===== src/rtl/sat_counter.sv =====
// Saturating up-counter with synchronous clear; clear wins over increment.
module sat_counter #(
    parameter int unsigned W = 32
) (
    input  logic         clk,
    input  logic         rst,
    input  logic         inc,
    input  logic         clr,
    output logic [W-1:0] q
);

    always_ff @(posedge clk or negedge rst) begin
        if (!rst) begin
            q <= '0;
        end else if (clr) begin
            q <= '0;
        end else if (inc && (q != '1)) begin
            q <= q + W'(1);
        end
    end

endmodule


===== config.mk =====
export PLATFORM = sky130hd
export DESIGN_NAME = sat_counter
export DESIGN_NICKNAME = d
export VERILOG_FILES = /design/src/rtl/sat_counter.sv
export SDC_FILE = /design/constraint.sdc
export NUM_CORES = 1
export LEC_CHECK = 0
export CAP_MARGIN = 40
export CORE_UTILIZATION = 67
export DETAILED_ROUTE_END_ITERATION = 8
export DONT_BUFFER_PORTS = 1
export GPL_TIMING_DRIVEN = 0
export PLACE_DENSITY = 0.81
export SLEW_MARGIN = 20
export SYNTH_ARGS = -nofsm -noshare
export SYNTH_HDL_FRONTEND = slang
export SYNTH_SLANG_ARGS = --single-unit
export TNS_END_PERCENT = 10

===== constraint.sdc =====
create_clock -name clk -period 3.18 [get_ports clk]
set_input_delay 0.159 -clock clk [delete_from_list [all_inputs] [get_ports clk]]
set_output_delay 0.159 -clock clk [all_outputs]
set_load 0.01 [all_outputs]

=== After elaboration in Yosys (flattened, before gate mapping) ===
Index checks and enable logic that the tools add are counted.

* Output and inout bits: 32
* Logic and storage cells: 7
* Bits of input ports: 4
* Register bits after elaboration: 32

* $add $sub $neg: 1
* Eq/ne operators: 1
* Muxes and demuxes: 2
* Reductions and logical operators: 2

{| class="wikitable"
|+ Operator list
! cell !! count
|-
| $mux 32 || 2
|-
| $add 32x1->32 const B || 1
|-
| $ne 32x32->1 const B || 1
|-
| $reduce_bool 2->1 || 1
|-
| $logic_and 1x1->1 || 1
|}

=== Logic depth before layout (Yosys ltp) ===
Gate-level depths: netlist of the first run.

* Word-level depth: 4
* Depth in mapped cells: 8
* Gate-level depth less buffers: 6

=== Worst setup path before layout of the first run ===
No wires, ideal clock.

* Kind: reg-to-reg
* Start: register q[0]
* End: register q[3]
* Path slack: 1.190 ns
* Buffers on the path: 0
* Setup time: 0.125 ns
* Arrival: 1.865 ns
* Clock period less this slack: 1.990 ns
* Required time: 3.055 ns
* Cell stages (with the launch flop): 7
* Path through: dfrtp_1 > ha_1 > nand4_1 > nor4_2 > a31oi_4 > and3_4 > mux2_4

* Longest elaborated chain between the ends: 3
* Elaborated cells on any way between the ends: 6
* Classes of those cells: add/sub: 1; eq/ne: 1; mux: 2; reduce/logical: 2

{| class="wikitable"
|+ RTL lines
! element !! RTL line !! RTL
|-
| from (decl) || 9 || <nowiki>output logic [W-1:0] q</nowiki>
|-
| from (signal assigned) || 18 || <nowiki>q <= q + W'(1);</nowiki>
|-
| $add 32x1->32 or $ne 32x32->1 (tied branches) || 18, 17 ||
|-
| $mux 32 or $logic_and 1x1->1 (tied branches) || 17 || <nowiki>end else if (inc && (q != '1)) begin</nowiki>
|-
| $mux 32 or $reduce_bool 2->1 (tied branches) || - ||
|}

Several ways; a longest one is shown, not always the timed one. The select of a mux whose other input is x is not followed.
A chain may end at the register's enable or synchronous reset.

=== Worst setup path after layout of the first run ===
* Start: register q[0]
* End: register q[13]

The elaborated chain is that of the path after synthesis.

==> results of run 1 <==
## worst register-to-register path: stages (launching register included)
cell	delay, ps
sky130_fd_sc_hd__dfrtp_1	500
sky130_fd_sc_hd__ha_1	270
sky130_fd_sc_hd__nand4_1	240
sky130_fd_sc_hd__nor4_2	390
sky130_fd_sc_hd__a21o_1	170
sky130_fd_sc_hd__buf_2	220
sky130_fd_sc_hd__buf_4	210
sky130_fd_sc_hd__o21ai_0	90
sky130_fd_sc_hd__a21oi_1	140
## stage by stage
| stage | util [%] | setup slack (ps) | hold WS, ps | cell area, um^2 | total power, uW |
|---|---|---|---|---|---|
| 2_1_floorplan | - | 1190 | -137 | 1850 | 440 |
| 3_3_place_gp | 74.3 | 993 | -136 | 1890 | 445 |
| 3_5_place_dp | 74.3 | 950 | -136 | 1890 | 446 |
| 4_1_cts | 77.8 | 923 | 110 | 1980 | 699 |
| 5_1_grt | 77.8 | 738 | 125 | 1980 | 720 |
| 6_report | 77.8 | 867 | 109 | 1980 | 697 |
## per-layer routing
layer	wire (um)	GRT usage, %	vias to the layer above
li1	-	-	740
met1	1760	35.9	756
met2	1870	46.0	54
met3	292	11.9	8
met4	51	10.7	0
met5	0	0	-
## synthesized netlist by cell type, drive strengths merged
| cell | n | share of area [%] |
|---|---|---|
| dfrtp | 32 | 43 |
| nor2 | 26 | 5.3 |
| nand3 | 13 | 3.8 |
| a21oi | 11 | 3.0 |
| nand2 | 11 | 2.2 |
| xnor2 | 10 | 4.7 |
| and3 | 8 | 3.0 |
| inv | 7 | 1.4 |
| nand4 | 7 | 2.7 |
| nor4 | 7 | 3.8 |
| mux2 | 6 | 3.8 |
| nor2b | 6 | 2.0 |
| a211oi | 5 | 2.0 |
| or3 | 5 | 1.7 |
| clkbuf | 4 | 0.81 |
| nor3 | 4 | 1.1 |
| o21ai | 4 | 1.1 |
| a21o | 3 | 1.2 |
| and2 | 3 | 1.0 |
| buf | 3 | 0.94 |
| o31ai | 3 | 1.2 |
| or4 | 3 | 1.2 |
| xor2 | 3 | 1.4 |
| a31o | 2 | 0.94 |
| a31oi | 2 | 1.5 |
| nand2b | 2 | 0.67 |
| a41oi | 1 | 0.47 |
| and4 | 1 | 0.47 |
| and4bb | 1 | 0.67 |
| ha | 1 | 0.67 |
| mux2i | 1 | 0.54 |
| nand3b | 1 | 0.41 |
| nand4b | 1 | 0.47 |
| o211a | 1 | 0.54 |
## cell families (layout without fill, tap and decap cells)
logic type	Yosys count	in the layout
AND/OR/NAND/NOR	99	99
buffers and inverters	14	24
multiplexers	7	7
AO/OA/AOI/OAI	32	32
adder cells (fa/ha/maj)	1	1
XOR/XNOR	13	13
flip-flops	32	32
## how the worst max path moves through the flow
stage | to | cells past startpoint | slack, ps | start
6_report | q[13]$_DFFE_PN0P_ | 8 | 870 | q[0]$_DFFE_PN0P_
5_1_grt | q[17]$_DFFE_PN0P_ | 8 | 740 | q[0]$_DFFE_PN0P_
4_1_cts | q[13]$_DFFE_PN0P_ | 8 | 920 | q[0]$_DFFE_PN0P_
3_5_place_dp | q[13]$_DFFE_PN0P_ | 8 | 950 | q[0]$_DFFE_PN0P_
3_3_place_gp | q[3]$_DFFE_PN0P_ | 6 | 990 | q[0]$_DFFE_PN0P_
2_1_floorplan | q[3]$_DFFE_PN0P_ | 6 | 1190 | q[0]$_DFFE_PN0P_
## report_power, final
group | internal, uW | total (uW) | switching (uW)
combinational | 11.3 | 35.7 | 24.4
sequential | 409 | 415 | 5.82
clock | 109 | 246 | 137
total | 529 | 697 | 167
## area by class of cell
type	instances	area, um^2
Buffer	7	32.5
Clock buffer	8	58.8
Fill cell	173	564
Inverter	7	26.3
Multi-Input combinational cell	152	995
Sequential cell	32	801
Tap cell	30	37.5
Timing Repair Buffer	2	30.0
## repair_timing
action | 4_1_cts | 5_1_grt
gates resized for setup | 0 | 0
hold endpoints to repair | 32 | 0
hold buffers | 2 | 0
==> run summary, run 1 <==
Grouping stages by cell kind, the critical path spends the most delay in simple AND/OR/NAND/NOR gates. Detailed placement ended at an HPWL of 2790 um. Counting the buffers created by CTS gives 5.

The tools report the total die area as 0.00298 mm^2. The library cells used most frequently in the layout, excluding fill and tap cells, are sky130_fd_sc_hd__dfrtp_1, sky130_fd_sc_hd__nor2_1, sky130_fd_sc_hd__nand3_1, sky130_fd_sc_hd__nand2_1, sky130_fd_sc_hd__a21oi_1. The register with the most flip-flops in the layout has 32 of them.

Class of the worst hold path: in -> reg. More flip-flops sit in one register than any other, and that register is q. The overall routing resource usage is 29.3%, and the total of flip-flops plus latches after synthesis is 32. In this design, the stage delay of the slowest critical-path cell is 500 ps. The post-CTS setup buffer count is 0.

The number of antenna violations at the first check in global routing was 0. The total count of max-transition violations in the final report was 0; the average footprint of a synthesized cell was 9.37 um^2. The worst-skew pair later-pin latency came out at 340 ps. The flow ran to the end, and the final reports show no timing, DRC or antenna violations. Of the post-synthesis cell area, the part taken by muxes is 4.39%. The total area inside the core boundary comes to 0.00254 mm^2.

The setup check on the worst reg-to-reg path leaves a slack of 870 ps. The tools report the H-tree depth as 2. The die is 54.6 um tall. The depth of the worst hold-timing path is 2, and the total power density per cell area is 352 mW/mm^2. In the final routed layout, each cell accounts on average for 16.7 um.

The synthesized netlist devotes 11.9% of its cell area to compound gates. In this run the most critical hold path is launched from inc. The count of nets left with antenna violations once routing finished came out at 0. Compared with the post-synthesis result, the final layout area differs by 6.82%. The commonest non-fill, non-tap cell in the layout is sky130_fd_sc_hd__dfrtp_1. 36 I/O pins were placed.

The run gives 0 as the remaining global-route overflow. In this run the critical register-to-register path is launched from q[0]$_DFFE_PN0P_. In this run the cell area of the synthesized design comes to 0.00185 mm^2. The post-synthesis net count is 203. The clock root buffer master is sky130_fd_sc_hd__clkbuf_4. After layout, the worst path uses 72.7% of the clock period.

The count of buffering cells on the critical path with inverters included is 2. VDD sags by at most 0.000375 V. In this run the static leakage power is 0.000804 uW. The logs give 1388 for the number of global-route vias before repair and 33 for the largest net degree at the start of global routing. The required time of the critical path was 3440 ps; the simple-gate share of the synthesized area was 30.5%.

Clock skew: 7.47 ps. Dividing the detail-routed via count by the number of cells gives 6.55. The wire length reported by the detailed router was 3980 um. Setup violations remaining at the end of the flow were counted as 0. Among all stages on the critical path, the largest delay is contributed by sky130_fd_sc_hd__dfrtp_1.

The worst setup path is of the reg -> reg kind. The congestion estimate from routability-driven global placement came to 0.821. For this run, the register share of the synthesized area comes to 43.2%.

Subtracting the final worst setup slack from the clock period gives 2310 ps. Worst reg2reg path endpoint: q[13]$_DFFE_PN0P_. Measured against its own limit, the worst slew margin works out to 57.6%.

The cell count of the worst reg-to-reg path came out at 8. Data on the critical path arrives at its endpoint at 2570 ps. TritonCTS built the clock tree. The die is 54.6 um wide. The type of element launching the critical path is a flop. The number of antenna diodes in the final layout is 0. The XOR/XNOR share of the synthesized area is 6.14%.

The largest registers in the layout are q: 32 flops. Highest achievable clock rate: 432 MHz. The number of remaining DRC errors was 0; the total negative slack was 0 ps.

Counting distinct cell types in the post-synthesis netlist gives 42. The maximum count of clock buffers along a single path is 2. Cells with a size suffix above 1 make up 12.5% of the layout. Once layout is complete, the cells apart from fillers number 238.

After Yosys synthesis, full adders, half adders and majority gates account for 0.675% of the synthesized area. The run gives 212 as the count of nets after finishing. Worst hold path endpoint: q[4]$_DFFE_PN0P_.

The first global-routing pass estimated 6020 um of wire. The count of buffers added on input and output ports is 0. Count of final hold-check violations: 0. Post-synthesis cell count: 198.

The pre-antenna-repair detailed-routing pass consisted of 4 iterations. Transition time of the tightest slew-check pin: 631 ps. The max-capacitance violation count is 0, and the count of standard-cell rows is 18. Setup repair after global routing left no endpoint under its margin.

The first routing iteration left 45 violations. Combinational family with the most area after synthesis: simple AND/OR/NAND/NOR gates. Traced cell by cell, the critical path runs through ha_1 > nand4_1 > nor4_2 > a21o_1 > buf_2 > buf_4 > o21ai_0 > a21oi_1. The total number of yosys warnings was 0. The initial standard-cell utilization of the core was 72.9%. The clock input transition at the sequential cells of the worst setup and hold paths works out to 100 ps.

For this design, the sink count on the clock tree is 32. Along the worst path, the maximum fanout reaches 10. The critical path capture point type is a flop. In this run, placement finished with an instance count of 228. The total number of vias is 1558.
Power figures use the tool's default switching activity.
==> run 2: changes to the inputs <==
--- a/config.mk
+++ b/config.mk
@@ -6,11 +6,11 @@
 export NUM_CORES = 1
 export LEC_CHECK = 0
 export CAP_MARGIN = 40
-export CORE_UTILIZATION = 67
+export CORE_UTILIZATION = 56
 export DETAILED_ROUTE_END_ITERATION = 8
 export DONT_BUFFER_PORTS = 1
 export GPL_TIMING_DRIVEN = 0
-export PLACE_DENSITY = 0.81
+export PLACE_DENSITY = 0.72
 export SLEW_MARGIN = 20
 export SYNTH_ARGS = -nofsm -noshare
 export SYNTH_HDL_FRONTEND = slang
==> constraint.sdc (replaced) <==
create_clock -name clk -period 2.1 [get_ports clk]
set_input_delay 0.105 -clock clk [delete_from_list [all_inputs] [get_ports clk]]
set_output_delay 0.105 -clock clk [all_outputs]
set_load 0.01 [all_outputs]
==> run 2 against run 1 <==
Against the previous run: clock power is 53% higher; first-iteration DRC count grew 98%; hold slack worse by 57 ps; combinational power increased by 53%; flip-flop and latch count unchanged; routed wire length is 9.0% higher; the run now ends with negative setup slack left; worst setup slack worse by 870 ps; clock skew up 7.2 ps; critical path type unchanged; largest power group unchanged; register-to-register slack worse by 870 ps; cell count grew 7.6%.
==> run summary, run 2 (synthesis results as in run 1) <==
The number of antenna violations at the first check in global routing was 0. The worst register-to-register path begins at q[0]$_DFFE_PN0P_. Data on the critical path is required at its endpoint by 2320 ps.

The clock skew is 14.7 ps, and the largest incremental delay on the critical path is 470 ps. The routed design has 4330 um of wire. The final reports fail on negative setup slack. After detailed placement, the total cell area comes to 0.00191 mm^2.

For hold timing, the worst endpoint is q[2]$_DFFE_PN0P_. The first global-routing pass estimated 6890 um of wire. Number of global-route vias before repair: 1522. Counting the buffers created by CTS gives 5. The total die area is 0.00355 mm^2. The number of port buffers is 0. The worst setup path is captured at a flop. The worst hold path was traced through 4 stages. The number of I/O pins is 36. Summing all non-filler instances in the final layout gives an area of 0.00211 mm^2. CTS saw 32 sinks. Family with the most delay on the worst path: simple AND/OR/NAND/NOR gates. The max-capacitance violation count was 0. The run finished, with violations left.

Entering global routing, the biggest net connects 33 pins. The total count of max-transition violations in the final report is 0, and the overall routing resource usage is 26.2%. The area growth from synthesis to layout is 13.6%. The tools report the worst reg2reg path endpoint as q[19]$_DFFE_PN0P_. Measured along the x axis, the die boundary spans 59.5 um. For the filler cell count, the log shows 255. The count of nets left with antenna violations once routing finished came out at 0. In this run the worst hold path is classified as in -> reg. The worst setup path is launched from a flop. The detailed router placed 1592 vias in this run.

Height of the die: 59.5 um. The post-route netlist has 22.2% of its cells at a drive strength greater than 1. TritonCTS built the clock tree. After the first detailed-routing iteration, the DRC count stood at 89. Leaving out fill and tap cells, the most frequent cell in the layout is sky130_fd_sc_hd__nor2_1. In this run the deepest clock path goes through 2 buffers. For the weighted congestion at the end of routability-driven global placement, the log shows 0.886.

The highest achievable clock rate is 476 MHz. The floorplan has 20 rows. Dividing the final minimum period by the clock period gives 100%. The tools report the final worst setup slack as -0.00222 ps.

Count of final hold-check violations: 0. The logs give 0.000848 uW for the standby leakage power and 2 for the H-tree depth. The count of buffering cells on the critical path with inverters included was 1; the transition time of the tightest slew-check pin was 610 ps.

The path type of the worst setup path is reg -> reg. For flop-to-flop paths, the worst setup slack is -0.002 ps. The area inside the core boundary was 0.00310 mm^2; the worst endpoint data arrival time was 2320 ps. Initial standard-cell utilization of the core: 59.8%. After clock tree synthesis, the clock-pin slew on the worst setup and hold paths is 100 ps. The maximum VDD drop was 0.000465 V.

Dividing the detail-routed via count by the number of cells gives 6.22. The root buffer cell chosen for the clock tree is sky130_fd_sc_hd__clkbuf_4. Walking the worst path, the cells encountered are ha_2 > nand4_1 > nor4_4 > a21o_1 > buf_4 > nor3_1 > mux2_2. The biggest fanout along the worst timing path was 10; the relative slew slack was 59.0%.

The source of the critical timing path is q[0]$_DFFE_PN0P_. The register with the most flip-flops in the layout has 32 of them. The cell count of the worst reg-to-reg path was 7. In the final routed layout, each cell accounts on average for 16.9 um. Final number of setup-violating endpoints: 1. In the final design database the tool counted 216 nets. The slowest stage of the critical path belongs to the cell sky130_fd_sc_hd__dfrtp_2.

In this run the most critical hold path is launched from inc. Minimum clock period: 2100 ps. The largest registers in the layout are q: 32 flops. After legalization and detailed placement, the total HPWL measured 2970 um. For this run, design rule violations remaining after detail routing come to 0. The register with the most flip-flops in the final layout is q.

At the later pin of the worst-skew pair, clock insertion delay measures 340 ps. The number of antenna diodes in the final layout is 0. Leaving out fill and tap cells, the most frequent cells in the layout are sky130_fd_sc_hd__nor2_1, sky130_fd_sc_hd__dfrtp_1, sky130_fd_sc_hd__nand2_1. Summed over all layers, the global routing overflow is 0.

The number of iterations in the first detailed-routing pass is 4. Tightest hold margin: 52.3 ps. Setup repair after global routing could not meet its margin everywhere. In this run the power density over the cells is 503 mW/mm^2.
==> run 2: cell count changes in the layout (fill, tap and decap cells not counted), moves of 4 or more <==
cell / before / now
sky130_fd_sc_hd__buf_4: 1 / 5
sky130_fd_sc_hd__dfrtp_2: 0 / 8
sky130_fd_sc_hd__dfrtp_1: 32 / 24
sky130_fd_sc_hd__nor4_1: 4 / 0
==> run 2: layout make-up <==
type | instances | area [um^2] | share of cell area (%)
timing repair buffer | 6 | 60.1 | 2.85
inverter | 7 | 26.3 | 1.25
clock buffer | 8 | 58.8 | 2.79
sequential | 32 | 811 | 38.5
multi-input combinational | 152 | 1060 | 50.2
tap | 44 | 55.1 | 2.61
buffer | 7 | 38.8 | 1.84
==> run 2: tightest hold or removal path: stages <==
cell	delay, ps
sky130_fd_sc_hd__nand2_1	50
sky130_fd_sc_hd__a31oi_1	60
sky130_fd_sc_hd__xnor2_1	120
sky130_fd_sc_hd__nor2_1	40
==> run 2: per-layer routing <==
layer,vias up,GRT usage [%],share of wire (%)
met5,-,0,0
met4,0,7.97,2.4
met3,14,10.7,7.4
met2,73,43.7,49
met1,762,30.9,42
li1,743,-,-
==> run 2: report_power, final <==
part	switching, uW	internal, uW
sequential	8.87	620
clock	212	165
combinational	37.2	17.4
total	258	803
==> run 2: worst max-delay path by stage <==
| stage | end | slack (ps) | cells past startpoint |
|---|---|---|---|
| global route | q[19]$_DFFE_PN0P_ | -30 | 7 |
| finish | q[19]$_DFFE_PN0P_ | -0.002 | 7 |
| detailed placement | q[31]$_DFFE_PN0P_ | -180 | 7 |
| global placement | q[3]$_DFFE_PN0P_ | -130 | 6 |
| CTS | q[3]$_DFFE_PN0P_ | -10 | 6 |
| floorplan | q[3]$_DFFE_PN0P_ | 110 | 6 |
==> run 2: through the flow <==
| step | setup slack [ps] | cells | utilization, % | total power (uW) | setup TNS [ps] |
|---|---|---|---|---|---|
| final | -0.00222 | 256 | 67.9 | 1060 | -0.00222 |
| after global routing | -32.9 | 256 | 67.9 | 1100 | -33.9 |
| after CTS | -14.5 | 253 | 65.8 | 1070 | -14.5 |
| after detailed placement | -180 | 242 | 61.5 | 676 | -1860 |
| after global placement | -130 | 242 | 61.5 | 674 | -1430 |
| after floorplan | 110 | 198 | - | 666 | 0 |
==> run 2: timing repair <==
| action | in CTS | in global routing |
|---|---|---|
| hold endpoints to repair | 32 | 0 |
| resized for setup | 8 | 13 |
| endpoints found under the setup margin | 14 | 14 |
| hold buffers | 2 | 0 |
| buffers inserted | 1 | 3 |
| pin swaps | 1 | 3 |
| cloned | 0 | 0 |
==> run 3: changes to the inputs <==
--- a/config.mk
+++ b/config.mk
@@ -6,11 +6,11 @@
 export NUM_CORES = 1
 export LEC_CHECK = 0
 export CAP_MARGIN = 40
-export CORE_UTILIZATION = 56
+export CORE_UTILIZATION = 55
 export DETAILED_ROUTE_END_ITERATION = 8
 export DONT_BUFFER_PORTS = 1
 export GPL_TIMING_DRIVEN = 0
-export PLACE_DENSITY = 0.72
+export PLACE_DENSITY = 0.71
 export SLEW_MARGIN = 20
 export SYNTH_ARGS = -nofsm -noshare
 export SYNTH_HDL_FRONTEND = slang
==> run 3 against run 2 <==
Against the previous run: the run now ends clean; largest power group unchanged; routed wire length down 0.97%; die area up 1.8%; critical path type unchanged; critical path depth down 2.
==> run summary, run 3 (synthesis results as in run 1) <==
In this run the worst setup path begins at q[14]$_DFFE_PN0P_. Before CTS, the worst setup slack after placement is -223 ps. For the clock skew, the log shows 11.1 ps. Setup repair after global routing could not meet its margin everywhere.

The analysis attributes to cell leakage a power of 0.000869 uW. In this run the count of I/O pins placed on the die edge is 36. The tools report the remaining global-route overflow as 0. Measured against its own limit, the worst slew margin works out to 60.7%. Count of buffering cells on the critical path with inverters included: 1. Most flop-heavy register: q. The tools report the worst reg2reg path startpoint as q[14]$_DFFE_PN0P_. The overall routing resource usage was 26.6%. The worst setup path is launched from a flop.

Critical path's slowest cell: sky130_fd_sc_hd__dfrtp_1. The top cell types in the final layout, fill and taps aside, are sky130_fd_sc_hd__nor2_1, sky130_fd_sc_hd__dfrtp_1, sky130_fd_sc_hd__nand3_1, sky130_fd_sc_hd__nand2_1, sky130_fd_sc_hd__a21oi_1. Combinational power share: 5.0%.

The flow ran to the end, and the final reports show no timing, DRC or antenna violations. The number of port buffers came out at 0. The path type of the worst setup path was reg -> reg. The net switching share of the total power came out at 23.1%. For the final number of setup-violating endpoints, the log shows 0.

In this run the worst path has a maximum fanout of 9. The clock network burns 40.5% of the power. The tools report the total count of max-transition violations in the final report as 0.

The mean number of vias per cell is 6.02. The tightest min-delay check is of the in -> reg type. The startpoint identified for the worst hold timing path is inc. Total net switching power: 267 uW.

Dividing total power by cell area gives a power density of 544 mW/mm^2. For the worst setup path, the data required time is 2340 ps. For the area inside the core boundary, the log shows 0.00313 mm^2.

In the final layout, the share of cells above drive strength 1 is 20.6%. The placed instances occupy a cell area of 0.00191 mm^2. After detailed routing, the average wire length per cell comes to 16.6 um. The family with the most delay on the worst path was simple AND/OR/NAND/NOR gates.

Count of nets after finishing: 218. Walking the worst path, the cells encountered are nand3_1 > or3_1 > buf_2 > nor4_1 > mux2_2. The tree is rooted in a sky130_fd_sc_hd__clkbuf_4. The H-tree depth was 2. Relative area change from synthesis to final layout: 14.7%.

For the initial standard-cell utilization of the core, the log shows 59.3%. The total power consumption of the routed design came out at 1160 uW. The highest achievable clock rate was 490 MHz; the total number of vias was 1553.

The tools report the final worst setup slack as 59.0 ps. The clock passes through at most 2 buffers. For the number of global-route vias before repair, the log shows 1446.

Leaving out fill and tap cells, the most frequent cell in the layout is sky130_fd_sc_hd__nor2_1. The number of nets with antenna violations after detailed routing is 0, and the flip-flop count of the largest register after layout is 32. In this run, the number of DRC markers left after iteration 0 of detailed routing was 99. Counting I/O delays and the setup requirement, the final critical path takes 2040 ps.

In this run, CTS created clock tree buffers numbering 5. The transition time of the tightest slew-check pin was 585 ps. The HPWL after detailed placement is 2940 um. The count of final hold-check violations was 0. Internal power comes to 891 uW. The sink count of the clock tree is 32, and the largest net degree at the start of global routing is 33. From bottom edge to top edge, the die measures 60.1 um. The worst setup path is captured at a flop. Worst endpoint data arrival time: 2280 ps. TritonCTS built the clock tree. At the later pin of the worst-skew pair, clock insertion delay measures 350 ps.

VDD sags by at most 0.000457 V. Max-cap violations in this run came to 0. The floorplan step defined a die boundary enclosing 0.00361 mm^2. After detailed routing, the number of remaining DRC violations is 0. After detailed routing, the total wire length is 4290 um. The count of antenna diodes in the layout came out at 0.

The number of antenna violations at the first check in global routing is 0. The post-route cell area was 0.00213 mm^2; the weighted congestion at the end of routability-driven global placement was 0.864. In the finished design, the share of the clock period the worst path needs comes to 97.2%.

The initialized floorplan defines 20 standard-cell rows. Clock-pin slew was measured on the worst setup and hold paths at 100 ps. The floorplan die width works out to 60.1 um. The first detailed-routing pass took 4 iterations. The tools report the part of the power in registers as 54.5%. The first-pass GRT wire length came out at 6820 um. The largest single stage delay on the critical path is 480 ps.

The largest registers in the layout are q: 32 flops.
==> run 3: worst paths after layout <==
path                                endpoint  slack (ps)  depth (start not counted)
hold reg to reg            q[18]$_DFFE_PN0P_         620                          2
setup reg to reg           q[31]$_DFFE_PN0P_          60                          5
max in group asynchronous  q[11]$_DFFE_PN0P_        1720                          2
setup / recovery           q[31]$_DFFE_PN0P_          60                          5
min in group asynchronous   q[8]$_DFFE_PN0P_         200                          2
hold / removal              q[2]$_DFFE_PN0P_          40                          4
==> run 3: stage by stage <==
step | hold slack [ps] | util, % | setup TNS, ps | std cells
after floorplan | -191 | - | 0 | 198
after global placement | -190 | 61.0 | -1490 | 242
after detailed placement | -190 | 61.0 | -2600 | 242
after CTS | 38.2 | 66.2 | 0 | 255
after global routing | 51.0 | 68.0 | -99.0 | 258
final | 42.3 | 68.0 | 0 | 258
==> run 3: power groups by stage <==
| stage | registers, uW | clock network [uW] | logic (uW) |
|---|---|---|---|
| floorplan | 639 | 0 | 27.3 |
| global route | 631 | 493 | 65.9 |
| global placement | 640 | 0 | 34.9 |
| detailed placement | 640 | 0 | 35.7 |
| CTS | 630 | 473 | 58.6 |
| finish | 630 | 469 | 58.0 |
==> run 3: what timing repair did <==
action | in CTS | in global routing
endpoints found under the hold margin | 32 | 0
resized for setup | 10 | 8
endpoints found under the setup margin | 15 | 16
pin swaps | 3 | 5
hold buffers | 2 | 0
cloned | 0 | 0
buffers inserted | 3 | 3
==> run 3: routing by layer <==
metal | track usage [%] | vias to the layer above | wire length (um)
li1 | - | 749 | -
met1 | 34.1 | 748 | 1870
met2 | 41.9 | 49 | 2080
met3 | 9.52 | 7 | 285
met4 | 8.31 | 0 | 61
met5 | 0 | - | 0
==> run 3: final cells by class <==
cell class | count | area (um^2)
clock inverter | 2 | 35.0
inverter | 7 | 26.3
fill | 263 | 1000
multi-input combinational | 152 | 1040
tap | 44 | 55.1
buffer | 7 | 46.3
timing repair buffer | 8 | 75.1
clock buffer | 6 | 41.3
sequential | 32 | 811
==> run 3: tightest hold or removal path, stage by stage <==
cell	delay, ps
sky130_fd_sc_hd__nand2_1	40
sky130_fd_sc_hd__a31oi_1	50
sky130_fd_sc_hd__xnor2_1	130
sky130_fd_sc_hd__nor2_1	40
